===== src/rtl/sys_loader_pkg.sv =====
// Shared definitions for the host-side loader: FSM states, load targets and
// the words-per-line derivation.
package sys_loader_pkg;

  typedef enum logic [2:0] {
    ST_IDLE,
    ST_ROM_WR,
    ST_PACK,
    ST_LINE_WR,
    ST_DONE
  } state_e;

  typedef enum logic {
    TGT_ROM = 1'b0,
    TGT_NPU = 1'b1
  } tgt_e;

  function automatic int wpl(input int line_w, input int word_w);
    return line_w / word_w;
  endfunction

endpackage


===== src/rtl/sys_loader_line_packer.sv =====
// Assembles WORD_W beats into one LINE_W line, first beat in the LSBs.
// clr has priority over load so an aborted line never leaks into the next one.
module line_packer
  import sys_loader_pkg::*;
#(
  parameter int WORD_W = 32,
  parameter int LINE_W = 256
) (
  input  logic              gclk,
  input  logic              grst_n,
  input  logic              clr,
  input  logic              load,
  input  logic [WORD_W-1:0] data,
  output logic [LINE_W-1:0] line,
  output logic              full,
  output logic              last_beat
);

  localparam int WPL = wpl(LINE_W, WORD_W);
  localparam int CW  = (WPL > 1) ? $clog2(WPL) : 1;

  logic [CW-1:0] cnt;

  assign last_beat = (cnt == CW'(WPL - 1));

  always_ff @(posedge gclk or negedge grst_n) begin
    if (!grst_n) begin
      line <= '0;
      cnt  <= '0;
      full <= 1'b0;
    end else if (clr) begin
      line <= '0;
      cnt  <= '0;
      full <= 1'b0;
    end else if (load) begin
      line[cnt*WORD_W +: WORD_W] <= data;
      full <= last_beat;
      cnt  <= last_beat ? '0 : cnt + 1'b1;
    end
  end

endmodule


===== src/rtl/sys_loader.sv =====
// Host-side loader: streams program words into the instruction ROM or packs
// them into NPU RAM lines, holding the CPU and owning the RAM path meanwhile.
module sys_loader
  import sys_loader_pkg::*;
#(
  parameter int WORD_W   = 32,
  parameter int LINE_W   = 256,
  parameter int LINE_CNT = 16,
  parameter int ROM_AW   = 16
) (
  input  logic                        clk_i,
  input  logic                        rst_i,
  input  logic                        cmd_valid_i,
  output logic                        cmd_ready_o,
  input  logic                        cmd_target_i,
  input  logic [ROM_AW-1:0]           cmd_base_i,
  input  logic [ROM_AW-1:0]           cmd_len_i,
  input  logic                        s_valid_i,
  output logic                        s_ready_o,
  input  logic [WORD_W-1:0]           s_data_i,
  input  logic                        s_last_i,
  output logic                        en_w_rom_o,
  output logic [ROM_AW-1:0]           w_rom_addr_o,
  output logic [WORD_W-1:0]           w_rom_data_o,
  output logic                        npu_ram_sel_o,
  output logic                        npu_en_w_o,
  output logic [$clog2(LINE_CNT)-1:0] npu_w_line_o,
  output logic [LINE_W-1:0]           npu_line_data_o,
  output logic                        sys_hold_o,
  output logic                        done_o,
  output logic                        err_o
);

  localparam int LAW = $clog2(LINE_CNT);

  state_e            state, state_nx;
  logic [ROM_AW-1:0] base, len, cnt;   // cnt: words (ROM) or lines (NPU)
  logic [LAW-1:0]    line_idx;
  logic              cmd_acc, beat, final_unit, npu_final, final_beat, bad_last;
  logic [LINE_W-1:0] pk_line;
  logic              pk_full, pk_last_beat, pk_clr, pk_load;

  assign cmd_acc    = cmd_valid_i && cmd_ready_o;
  assign beat       = s_valid_i && s_ready_o;
  assign final_unit = (cnt == len - 1'b1);
  assign npu_final  = pk_last_beat && final_unit;
  assign final_beat = (state == ST_ROM_WR) ? final_unit : npu_final;
  // s_last must coincide exactly with the final beat of the command
  assign bad_last   = final_beat ? !s_last_i : s_last_i;

  assign pk_load = beat && (state == ST_PACK);
  assign pk_clr  = cmd_acc || (pk_load && s_last_i && !npu_final);

  line_packer #(.WORD_W(WORD_W), .LINE_W(LINE_W)) u_packer (
    .gclk      (clk_i),
    .grst_n    (rst_i),
    .clr       (pk_clr),
    .load      (pk_load),
    .data      (s_data_i),
    .line      (pk_line),
    .full      (pk_full),
    .last_beat (pk_last_beat)
  );

  always_comb begin
    state_nx    = state;
    cmd_ready_o = 1'b0;
    s_ready_o   = 1'b0;
    unique case (state)
      ST_IDLE: begin
        cmd_ready_o = 1'b1;
        if (cmd_valid_i) begin
          if (cmd_len_i == '0)                     state_nx = ST_DONE;
          else if (tgt_e'(cmd_target_i) == TGT_NPU) state_nx = ST_PACK;
          else                                      state_nx = ST_ROM_WR;
        end
      end
      ST_ROM_WR: begin
        s_ready_o = 1'b1;
        if (beat && (s_last_i || final_unit)) state_nx = ST_DONE;
      end
      ST_PACK: begin
        s_ready_o = 1'b1;
        if (beat) begin
          if (s_last_i && !npu_final) state_nx = ST_DONE;
          else if (pk_last_beat)      state_nx = ST_LINE_WR;
        end
      end
      ST_LINE_WR: state_nx = final_unit ? ST_DONE : ST_PACK;
      ST_DONE:    state_nx = ST_IDLE;
      default:    state_nx = ST_IDLE;
    endcase
  end

  always_ff @(posedge clk_i or negedge rst_i) begin
    if (!rst_i) begin
      state           <= ST_IDLE;
      base            <= '0;
      len             <= '0;
      cnt             <= '0;
      line_idx        <= '0;
      en_w_rom_o      <= 1'b0;
      w_rom_addr_o    <= '0;
      w_rom_data_o    <= '0;
      npu_ram_sel_o   <= 1'b0;
      npu_en_w_o      <= 1'b0;
      npu_w_line_o    <= '0;
      npu_line_data_o <= '0;
      sys_hold_o      <= 1'b0;
      done_o          <= 1'b0;
      err_o           <= 1'b0;
    end else begin
      state         <= state_nx;
      en_w_rom_o    <= 1'b0;
      npu_en_w_o    <= 1'b0;
      done_o        <= (state == ST_DONE);
      npu_ram_sel_o <= (state_nx != ST_IDLE);
      sys_hold_o    <= (state_nx != ST_IDLE);

      if (cmd_acc) begin
        base     <= cmd_base_i;
        len      <= cmd_len_i;
        cnt      <= '0;
        line_idx <= cmd_base_i[LAW-1:0];
        err_o    <= 1'b0;
      end

      if (beat && bad_last) err_o <= 1'b1;

      if (beat && (state == ST_ROM_WR)) begin
        en_w_rom_o   <= 1'b1;
        w_rom_addr_o <= base + cnt;
        w_rom_data_o <= s_data_i;
        cnt          <= cnt + 1'b1;
      end

      // packer still holds the completed line during LINE_WR
      if (state == ST_LINE_WR) begin
        npu_en_w_o      <= pk_full;
        npu_w_line_o    <= line_idx;
        npu_line_data_o <= pk_line;
        cnt             <= cnt + 1'b1;
        line_idx        <= (line_idx == LAW'(LINE_CNT - 1)) ? '0 : line_idx + 1'b1;
      end
    end
  end

endmodule


===== config.mk =====
export PLATFORM = sky130hd
export DESIGN_NAME = sys_loader
export DESIGN_NICKNAME = d
export VERILOG_FILES = /design/src/rtl/sys_loader_pkg.sv /design/src/rtl/sys_loader_line_packer.sv /design/src/rtl/sys_loader.sv
export SDC_FILE = /design/constraint.sdc
export NUM_CORES = 1
export LEC_CHECK = 0
export ABC_CLOCK_PERIOD_IN_PS = 4700
export CORE_MARGIN = 2
export CORE_UTILIZATION = 54
export DETAILED_ROUTE_END_ITERATION = 8
export PLACE_DENSITY = 0.8
export REMOVE_ABC_BUFFERS = 1
export SYNTH_ARGS = -nofsm -noshare
export SYNTH_HDL_FRONTEND = slang
export SYNTH_SLANG_ARGS = --single-unit

===== constraint.sdc =====
create_clock -name clk_i -period 4.7 [get_ports clk_i]
set_clock_uncertainty 0.15 [all_clocks]
set_input_delay 0.94 -clock clk_i [delete_from_list [all_inputs] [get_ports clk_i]]
set_output_delay 0.94 -clock clk_i [all_outputs]
set_load 0.005 [all_outputs]

# Yosys cells after proc, flatten, opt, wreduce, memory -nomap -nowiden
# Cells that the tools add are included.
classes:
  n_reduce_logical: 22
  shifts: 2
  addsub: 6
  mux: 31
  eq_ne: 7
ops:
  columns: ["op", "count"]
  rows:
  - ["$mux 256", 2]
  - ["$bwmux 256", 1]
  - ["$shift 32x34->256 const A", 1]
  - ["$shiftx 32x34->256", 1]
  - ["$mux 16", 3]
  - ["$neg 8->34", 1]
  - ["$mux 3", 10]
  - ["$add 16x1->16 const B", 1]
  - ["$add 16x16->16", 1]
  - ["$eq 16x16->1", 1]
  - ["$logic_not 16->1", 1]
  - ["$sub 16x1->16 const B", 1]
  - ["$mux 4", 3]
  - ["$pmux 3 s4", 1]
  - ["$logic_and 1x1->1", 10]
  - ["$mux 1", 10]
  - ["$eq 3x2->1 const B", 2]
  - ["$eq 3x3->1 const B", 2]
  - ["$reduce_bool 2->1", 3]
  - ["$reduce_bool 3->1", 2]
  - ["$add 4x1->4 const B", 1]
  - ["$eq 4x4->1 const B", 1]
  - ["$add 3x1->3 const B", 1]
  - ["$eq 3x1->1 const B", 1]
  - ["other kinds (5)", 7]
totals:
  wordCells: 85
  out_inout_bits: 316
  inputBits: 70
  register_bits: 628

# Logic depth before layout (Yosys ltp)
logic_depth:
  word_depth: 9
  mapped_depth: 13
  depth_no_buf: 11

# Hierarchy
# Synthesis repeated with hierarchy kept, for this count alone.
unflattened:
  hier_cells: 2638
  area_unflattened_um2: 26361.5
by_module_without_submodules:
  columns: ["module", "cells_per_inst", "instances", "seq_area_each_um2", "area_per_inst_um2"]
  rows:
  - ["sys_loader", 1748, 1, 9208.8, 15264.6]
  - ["line_packer", 890, 1, 6506.2, 11096.9]

# Worst setup path after synthesis
# No wires, ideal clock.
synth_path:
  path_type: "register -> register"
  startpoint: "register len[2]"
  endpoint: "register u_packer.line[204]"
  t_arrival_ns: 3.519
  n_path_buf: 3
  setup_ns: 0.066
  period_less_slack_ns: 3.735
  stages_incl_launch_ff: 12
  path_slack_ns: 0.965
  cell_sequence: "dfrtp_1 -> or3_1 -> buf_2 -> or4_4 -> a2111o_1 -> a2111oi_4 -> nand4b_4 -> o31a_4 -> buf_8 -> nor4b_4 -> buf_6 -> a22o_1"
synth_via:
  elab_chain_cells: 7
synth_lines:
  columns: ["element", "line", "text"]
  rows:
  - ["from (decl)", "sys_loader.sv:37", "logic [ROM_AW-1:0] base, len, cnt;"]
  - ["from (signal assigned)", "sys_loader.sv:122", "len <= cmd_len_i;"]
  - ["$sub 16x1->16 (*)", "sys_loader.sv:45", "assign final_unit = (cnt == len - 1'b1);"]
  - ["$eq 16x16->1 (*)", "sys_loader.sv:45", null]
  - ["$logic_and 1x1->1 (*)", "sys_loader.sv:46", "assign npu_final = pk_last_beat && final_unit;"]
  - ["$logic_not 1->1 (*)", "sys_loader.sv:52", "assign pk_clr = cmd_acc || (pk_load && s_last_i && !npu_final);"]
  - ["$logic_and 1x1->1 (*)", "sys_loader.sv:52", null]
  - ["$logic_or 1x1->1 (*)", "sys_loader.sv:52", null]
  - ["$mux 256 / $reduce_bool 2->1 (equally long branches)", null, null]
  - ["to (signal, indexed assignment)", "sys_loader_line_packer.sv:36", "line[cnt*WORD_W +: WORD_W] <= data;"]
  - ["to (decl)", "sys_loader_line_packer.sv:14", "output logic [LINE_W-1:0] line,"]
# Every way passes the cells marked *; elsewhere a longest branch is shown, timed or not.
# A chain may end at the register's enable or synchronous reset.

# Worst setup path after layout
layout_path:
  startpoint: "register len[2]"
  endpoint: "register u_packer.line[145]"
# The elaborated chain is that of the path after synthesis.

==> results.cfg <==
[detailed_routing]
avgRoutedWirePerCell_um = 21.00
dr_total_vias = 20688
detail_route.first_pass.iterations = 6
detailedRoute.firstIterationViolations = 2202
route.final.wire_length_mm = 74.84
remaining_drc_errors = 0
detail-route-antenna-nets = 0
route.detailed.vias_per_inst = 5.806

[die]
fp.dieArea_um2 = 48590
placementRows = 79
ios = 386
start_util_pct = 54.56
die_width_um = 220.4
floorplan.core_area_um2 = 46360
floorplan.die.height_um = 220.4

[power]
power_frac_seq_pct = 41.2
internal_power_summed_over_all_cells_uw = 10520
power_switching_uw = 5170
peakVddDrop_mv = 0.3551
clkPwrFrac_pct = 32.4
power.share.switching_pct = 32.95
power.density_nw_per_um2 = 493.1
p_leak_uw = 0.01580
totalPowerFinal_uw = 15690
share_comb_of_total_power_pct = 26.4

[layout]
antenna-diode-count = 0
final_net_count = 3004
share_of_post_route_cells_with_drive_strength_above_1_pct = 6.123
syn2layout_area_growth_pct = 25.81
final_cell_mix = 1,163 x sky130_fd_sc_hd__nand2_1, 628 x sky130_fd_sc_hd__dfrtp_1, 384 x sky130_fd_sc_hd__clkdlybuf4s50_1, 176 x sky130_fd_sc_hd__a22o_1, 100 x sky130_fd_sc_hd__a21oi_1
final.fill_count = 3310
leading_cell_type_in_the_layout_fill_and_taps_excluded = sky130_fd_sc_hd__nand2_1

[clock_tree]
cts_hold_buf = 0
path_clk_slew_ps = 60
cts-htree-levels = 2
post_cts.repair.setup_buffers = 0
clock-root-buffer = sky130_fd_sc_hd__clkbuf_16
inserted_clock_buffers = 60
cts_tree = built
clock_path_buffers = 3
post_cts.resized_instances = 0
clk-insertion-delay-late_ps = 630
tritoncts_num_sinks = 628

[timing]
fmax_mhz = 244.5
finalSetupViolCount = 0
timing.max_slew.rel_slack_pct = 21.02
final-max-slew-violation-count = 0
fin_worst_hold_slack_ps = 288.9
final.period_utilization_pct = 87.01
post-route-min-period_ps = 4089
rsz0062_at_grt = false
timing.final.hold_violations = 0
tightestPinTransition_ps = 1185

[synth]
ys_types = 65
synth_top_cell_by_area = sky130_fd_sc_hd__dfrtp_1
synthTopCellsByArea = sky130_fd_sc_hd__dfrtp_1 62%, sky130_fd_sc_hd__nand2_1 17%, sky130_fd_sc_hd__a22o_1 6.1%
synth.yosys.seq_area_share_pct = 62.13
post_synth_edffs = 0
syn-mean-instance-area_um2 = 9.773
synthFlopType = sky130_fd_sc_hd__dfrtp_1
netlist.area_leader.share_pct = 62.13
synth-async-reset-ratio_pct = 100.0
ys.warnings.count = 0
postSynthRegisterBits = 628
synthCells = 2588
synthesized_area_um2 = 25290

[global_routing]
antenna_violations_before_repair = 0
grt-ovfl-total = 0
grt_start_max_net_pins = 156
first_global_vias = 20483
gr-usage-all-layers_pct = 31.03
global_route_wire_length_before_repair_mm = 116.2

[setup_path]
startpoint_type = flop
crit_required_ps = 5080
critPathKind = reg -> reg
data_arrival_at_the_endpoint_of_the_critical_path_ps = 4470
endpoint_kind = flop
critical_path.max_fanout = 81

[placement]
gp_congestion = 0.8506
detailed_place_hpwl_mm = 48.73
placement.io_buffers = 385

[job]
max_cap_viol_count = 0

[hold_path]
hold_path.class = in -> async

[status]
status = complete, no violations
-- metal layers --
metal	track usage (%)	wire length (um)
met5	0	0
met4	14.85	3644
met3	6.241	6510
met2	48.71	35080
met1	41.77	29600
-- synthesized netlist by cell type (3+ instances only) --
master                     number
sky130_fd_sc_hd__nor3_4         4
sky130_fd_sc_hd__nor4_1         8
sky130_fd_sc_hd__o21a_1         3
sky130_fd_sc_hd__nand3b_1       3
sky130_fd_sc_hd__and3_1        13
sky130_fd_sc_hd__nand3_1       37
sky130_fd_sc_hd__and2_1         8
sky130_fd_sc_hd__nand4_1        3
sky130_fd_sc_hd__a22o_1       176
sky130_fd_sc_hd__or3_1          5
sky130_fd_sc_hd__a31oi_1       11
sky130_fd_sc_hd__a31o_2         4
sky130_fd_sc_hd__o21bai_1       4
sky130_fd_sc_hd__o21ai_0       51
sky130_fd_sc_hd__dfrtp_1      628
sky130_fd_sc_hd__clkbuf_1     135
sky130_fd_sc_hd__ha_1          25
sky130_fd_sc_hd__inv_1         17
sky130_fd_sc_hd__buf_1         12
sky130_fd_sc_hd__o31ai_1        4
sky130_fd_sc_hd__a21o_1         5
sky130_fd_sc_hd__a21oi_1      101
sky130_fd_sc_hd__nor3_1        16
sky130_fd_sc_hd__xor2_1        15
sky130_fd_sc_hd__buf_2         21
sky130_fd_sc_hd__nand2_1     1165
sky130_fd_sc_hd__nand2b_1       5
sky130_fd_sc_hd__buf_6          4
sky130_fd_sc_hd__xnor2_1       24
sky130_fd_sc_hd__nor4b_4        4
sky130_fd_sc_hd__nor2_1        37
-- cell type report --
type	count	area [um^2]	share of cell area [%]
flip-flops and latches	628	15720	49.39
multi-input cells	1768	8859	27.84
repair buffers	432	4299	13.51
clock buffers	88	1818	5.713
well taps	607	759.5	2.387
clock inverters	22	302.8	0.9516
inverters	18	67.56	0.2123
-- power by group through the flow --
stage / sequential (uW) / clock [uW] / combinational (uW)
after global placement: 6520 / 0 / 3920
after floorplan: 6470 / 0 / 2050
after global routing: 6540 / 5400 / 4510
after detailed placement: 6550 / 0 / 4080
after CTS: 6460 / 5150 / 4110
final: 6460 / 5090 / 4140
-- per-stage QoR --
step	area, um^2	worst slack, ps	TNS (ps)	util (%)	instances
finish	31820	610.6	0	68.64	3563
global placement	29700	785.4	0	64.07	3453
global route	31820	416.9	0	68.64	3563
CTS	31820	632.9	0	68.64	3563
detailed placement	29700	629.1	0	64.07	3453
floorplan	24570	-6482	-1211040	-	2414
-- registers in the layout, indices dropped and copies added (netlist names), 4 cells and up --
register / cells
len: 16
npu_w_line_o: 4
w_rom_data_o: 32
npu_line_data_o: 256
base: 16
w_rom_addr_o: 16
line_idx: 4
u_packer.line: 256
cnt: 16
-- worst paths after layout --
path                                                          to  cells past startpoint                      startpoint  slack, ps
worst min-delay path                w_rom_data_o[28]$_DFFE_PN0P_                      1                           rst_i        290
min in group clk_i              npu_line_data_o[139]$_DFFE_PN0P_                      2  u_packer.line[139]$_DFFE_PN0P_        320
worst min register to register  npu_line_data_o[139]$_DFFE_PN0P_                      2  u_packer.line[139]$_DFFE_PN0P_        320
max in group asynchronous          u_packer.line[67]$_DFFE_PN0P_                      2                           rst_i       2990
worst max-delay path              u_packer.line[145]$_DFFE_PN0P_                      8              len[2]$_DFFE_PN0P_        610
worst max register to register    u_packer.line[145]$_DFFE_PN0P_                      8              len[2]$_DFFE_PN0P_        610
-- critical path, cell delays in order (launching register included) --
cell and delay, ps:
sky130_fd_sc_hd__dfrtp_1 440, sky130_fd_sc_hd__or3_1 440, sky130_fd_sc_hd__or4_4 560, sky130_fd_sc_hd__a2111o_1 410, sky130_fd_sc_hd__a2111oi_4 350, sky130_fd_sc_hd__nand4b_4 200
sky130_fd_sc_hd__o31a_4 470, sky130_fd_sc_hd__or2_4 630, sky130_fd_sc_hd__a21oi_1 320
-- kinds of logic after synthesis --
group | after synthesis | synth area share, %
AO/OA/AOI/OAI | 379 | 10.80
XOR/XNOR | 39 | 1.350
adder cells (fa/ha/maj) | 26 | 1.316
buffers and inverters | 192 | 3.131
flip-flops | 628 | 62.13
multiplexers | 1 | 0.04452
AND/OR/NAND/NOR | 1323 | 21.22
(Power assumes the default switching activity.)
==> variant 1: new RTL, same settings <==
Change the parameter `LINE_CNT` from 16 to 32.
--- a/src/rtl/sys_loader.sv
+++ b/src/rtl/sys_loader.sv
@@ -6,5 +6,5 @@
   parameter int WORD_W   = 32,
   parameter int LINE_W   = 256,
-  parameter int LINE_CNT = 16,
+  parameter int LINE_CNT = 32,
   parameter int ROM_AW   = 16
 ) (
Ports: changed (resized npu_w_line_o); port bits go from 386 to 387. No check against the original RTL was run, so the function may have changed too.
==> variant 1 against the original RTL <==
Synthesized cell count is 16% higher. Worst setup slack better by 0.38 ns. Largest cell class unchanged. Sequential power is 2% higher. Largest power group unchanged. Sequential cell count is 2 higher. Count of clock-buffer cells in the layout is 11 higher. Area after synthesis is 8.7% higher. Total power is 2.8% higher. Wire length is 7.8% higher. Cell area is 6.0% higher. Final cell count is 12% higher.
==> variant 1: results (changes against the original RTL) <==
Final layout
  – Top flop regs: npu_line_data_o (256), u_packer.line (256), w_rom_data_o (32)
  – Number of diodes: 0 (unchanged)
  – Invs w/o clock: 20 (+2)
  – Buffers excl. clock: 430 (-0.46%)
  – Area of the multi-input gates: 10500 um2 (+18%)
  – Nets@finish: 3361 (+12%)
  – Non-clk buf share: 13.1% (-0.43 points)
  – Clock buf count: 99 (+13%)
  – Seq/total area: 46.8% (-2.6 points)
  – ClkCell Share: 6.38% (-0.29 points)
  – Layout cell share with drive strength beyond 1: 12.2% (+6.1 points)
  – Fillers: 3828 (+16%)

Synthesis
  – Top cells by area, synth: dfrtp_1 57%, nand2_1 18%, a21oi_2 7.3%
  – Most frequent cells after synthesis: 1350 x nand2_1, 630 x dfrtp_1, 230 x a21oi_2
  – Ys Warns: 0 (unchanged)
  – Sequential area share after synthesis: 57.3% (-4.8 points)
  – Post-synth cell types: 72 (+11%)
  – Area share of xor/xnor cells in the synthesized design: 0.955% (-0.40 points)
  – Top FF cell, synth: dfrtp_1
  – Area share of fa/ha/maj cells after synthesis: 1.26% (-0.060 points)
  – Mux share of post-synthesis cell area: 0% (-0.045 points)
  – Synth Area in Compound Gates: 10.6% (-0.16 points)

Worst setup path
  – Worst endpoint data arrival time: 4.01 ns (-0.46 ns)
  – CP max stage cell: o21ai_4
  – Critical Path Fanout Max: 75 (-7.4%)
  – Kind of cell adding the most delay to the critical path: compound AO/OA/AOI/OAI gates
  – R2r setup slk: 0.99 ns (+0.38 ns)

Placed design
  – Port-buffer cells: 386 (+0.26%)
  – GPL Wtd Cong: 0.864 (+1.6%)
  – Hpwl dp: 51.7 mm (+6.0%)
  – DP Area: 31600 um2 (+6.3%)

Pwr
  – Pint: 10.7 mW (+1.4%)
  – Peak VDD IR: 0.000358 V (+0.80%)

Global route
  – Largest net degree at the start of global routing: 183 (+17%)
  – Vias in the first global route: 22.4k (+9.5%)
  – All-layer global routing usage: 30.4% (-0.58 points)
  – First-pass GRT wire length: 126 mm (+8.4%)

Clock network
  – Clk_lat worst skew: 0.60 ns (-0.03 ns)
  – CTS Buf Count: 66 (+10%)

Detailed routing
  – Iteration-0 DRC count of the detailed router: 2487 (+13%)
  – WL final: 80.7 mm (+7.8%)
  – Detailed-route via count: 22.8k (+10%)

Status
  – Status: completed

STA
  – Worst slew margin: 29.5% (+8.5 points)

Floorplan
  – FP Rows: 82 (+3.8%)
[variant 1: path summary, 6_finish.rpt]
kind	cells past startpoint	endpoint	startpoint
setup / recovery	10	u_packer.line[0]$_DFFE_PN0P_	len[0]$_DFFE_PN0P_
hold / removal	1	npu_line_data_o[227]$_DFFE_PN0P_	rst_i
setup reg to reg	10	u_packer.line[0]$_DFFE_PN0P_	len[0]$_DFFE_PN0P_
hold reg to reg	2	npu_line_data_o[158]$_DFFE_PN0P_	u_packer.line[158]$_DFFE_PN0P_
max in group asynchronous	2	u_packer.line[220]$_DFFE_PN0P_	rst_i
min in group clk_i	2	npu_line_data_o[158]$_DFFE_PN0P_	u_packer.line[158]$_DFFE_PN0P_
[variant 1: routing by layer]
metal | vias up | global-route usage, % | part of all wire [%]
met4 | 0 | 14.1 | 4.3
li1 | 10200 | - | -
met5 | - | 0 | 0
met2 | 1101 | 48.3 | 47
met1 | 11300 | 41.1 | 40
met3 | 169 | 5.39 | 8.4
[variant 1: through the flow]
step | hold slack, ns | utilization (%) | instances | worst slack [ns]
floorplan | 0.289 | - | 2766 | -6.16
global placement | 0.296 | 62.9 | 3868 | 1.11
detailed placement | 0.299 | 62.9 | 3868 | 0.993
CTS | 0.306 | 67.2 | 3986 | 1.06
global route | 0.317 | 67.2 | 3986 | 0.861
finish | 0.240 | 67.2 | 3986 | 0.991
[variant 1: power by group through the flow]
stage	Combinational, mW	Sequential (mW)	Clock (mW)
6_report	4.37	6.58	5.17
5_1_grt	4.75	6.65	5.44
4_1_cts	4.36	6.57	5.22
3_5_place_dp	4.32	6.66	0
3_3_place_gp	4.18	6.63	0
2_1_floorplan	2.36	6.55	0
==> variant 2: new RTL, config.mk and constraints unchanged <==
Made on the original files. Put one more register stage on the output `err_o`, cleared by the reset. The value now appears one clock later. The other outputs are not delayed to match.
--- a/src/rtl/sys_loader.sv
+++ b/src/rtl/sys_loader.sv
@@ -33,4 +33,6 @@
 
   localparam int LAW = $clog2(LINE_CNT);
+
+  logic err_s0;
 
   state_e            state, state_nx;
@@ -109,5 +111,5 @@
       sys_hold_o      <= 1'b0;
       done_o          <= 1'b0;
-      err_o           <= 1'b0;
+      err_s0          <= 1'b0;
     end else begin
       state         <= state_nx;
@@ -123,8 +125,8 @@
         cnt      <= '0;
         line_idx <= cmd_base_i[LAW-1:0];
-        err_o    <= 1'b0;
+        err_s0   <= 1'b0;
       end
 
-      if (beat && bad_last) err_o <= 1'b1;
+      if (beat && bad_last) err_s0 <= 1'b1;
 
       if (beat && (state == ST_ROM_WR)) begin
@@ -146,4 +148,12 @@
   end
 
+  always_ff @(posedge clk_i or negedge rst_i) begin
+    if (!rst_i) begin
+      err_o <= '0;
+    end else begin
+      err_o <= err_s0;
+    end
+  end
+
 endmodule
 
Formal check against the unedited RTL: not equivalent (Yosys sat finds a counterexample within 4 cycles, from zero or initial values and one cycle with rst_i low).
==> variant 2 against the original RTL <==
Maximum frequency down 1.4%. Sequential cell count up 1. Via count increased by 10%. Wire length up 8.1%. Sequential power grew 3.6%. Non-clock buffer count fell by 12. Worst hold slack lost 0.049 ns. Cell area grew 2.7%. Worst setup slack got worse by 0.056 ns. Area after synthesis is 3.7% higher. Total power up 4.0%. Critical endpoint is now u_packer.line[158]$_DFFE_PN0P_.
==> variant 2: results (changes against the original RTL) <==
Placed design
  – Dpl ws: 0.641 ns (+0.0117 ns)
  – Placed Instances: 3799 (+10%)
  – DP Area: 30400 um2 (+2.4%)
  – Hpwl dp: 49.5 mm (+1.6%)

Pwr
  – P_sw: 5.37 mW (+4.0%)
  – Lkg Pwr: 15.6 nW (-1.1%)
  – Peak VDD IR: 0.000390 V (+9.8%)

Clock network
  – CTS H-tree depth: 3 (+1)
  – Clk_lat worst skew: 0.60 ns (-0.03 ns)
  – CTS Buf Count: 66 (+10%)

Worst setup path
  – CP peak stage delay: 0.91 ns (+0.28 ns)
  – Critical Path Fanout Max: 91 (+12%)
  – R2r setup slk: 0.55 ns (-0.06 ns)
  – Register-to-Register Path Depth: 11 (+3)
  – R2R Path End: u_packer.line[158]$_DFFE_PN0P_

Synthesis
  – Area share of fa/ha/maj cells after synthesis: 1.27% (-0.047 points)
  – Mux share of post-synthesis cell area: 0.162% (+0.12 points)
  – Top cells by area, synth: dfrtp_1 60%, nand2_1 19%, a21oi_1 5.2%
  – Post-synth cell types: 64 (-1.5%)
  – Synthesized area per cell: 8.77 um2 (-10%)
  – Area share of xor/xnor cells in the synthesized design: 1.14% (-0.21 points)
  – Synth Area in Compound Gates: 7.68% (-3.1 points)
  – Sequential area share after synthesis: 60.0% (-2.1 points)

Final layout
  – Nets@finish: 3348 (+11%)
  – Layout cell share with drive strength beyond 1: 5.18% (-0.95 points)
  – Area growth from synthesis to layout: 24.6%

Status
  – Status: completed

Detailed routing
  – Iteration-0 DRC count of the detailed router: 2558 (+16%)
  – Detailed-route via count: 22.9k (+10%)
  – WL final: 80.9 mm (+8.1%)

Global route
  – Vias in the first global route: 22.4k (+9.5%)
  – Initial antenna violation count: 1 (+1)
  – All-layer global routing usage: 32.2% (+1.2 points)

STA
  – Worst slew pin tran: 1.30 ns (+0.117 ns)
  – WHS: 0.240 ns (-0.0490 ns)

Worst hold path
  – HP Class: flop to flop
[variant 2: worst max-delay path, delay by kind of cell (launching register included)]
kind,cells,cell delay [ns]
flops,1,0.42
mux,1,0.30
compound gates,4,1.38
simple gates,3,0.69
fa+ha+maj,1,0.21
buf+inv,2,0.73
[variant 2: power groups by stage]
stage                     Clock, mW  Combinational (mW)  Sequential [mW]
after floorplan                   0                2.10             6.65
after global placement            0                4.01             6.75
after detailed placement          0                4.13             6.77
after CTS                      5.50                4.16             6.69
after global routing           5.70                4.57             6.78
final                          5.44                4.19             6.69
[variant 2: area by class of cell]
class                      count  share of cell area, %
inverter                      17                  0.195
sequential                   629                   48.2
clock inverter                25                   1.07
tap                          615                   2.35
timing repair buffer         420                   13.0
clock buffer                  94                   5.87
multi-input combinational   2118                   29.3
[variant 2: layer usage]
metal	up-vias	track usage (%)	wire, um
met5	-	0	14
met3	221	6.02	7240
met1	11200	43.2	31800
met4	2	16.5	3730
li1	10200	-	-
met2	1258	50.5	38100
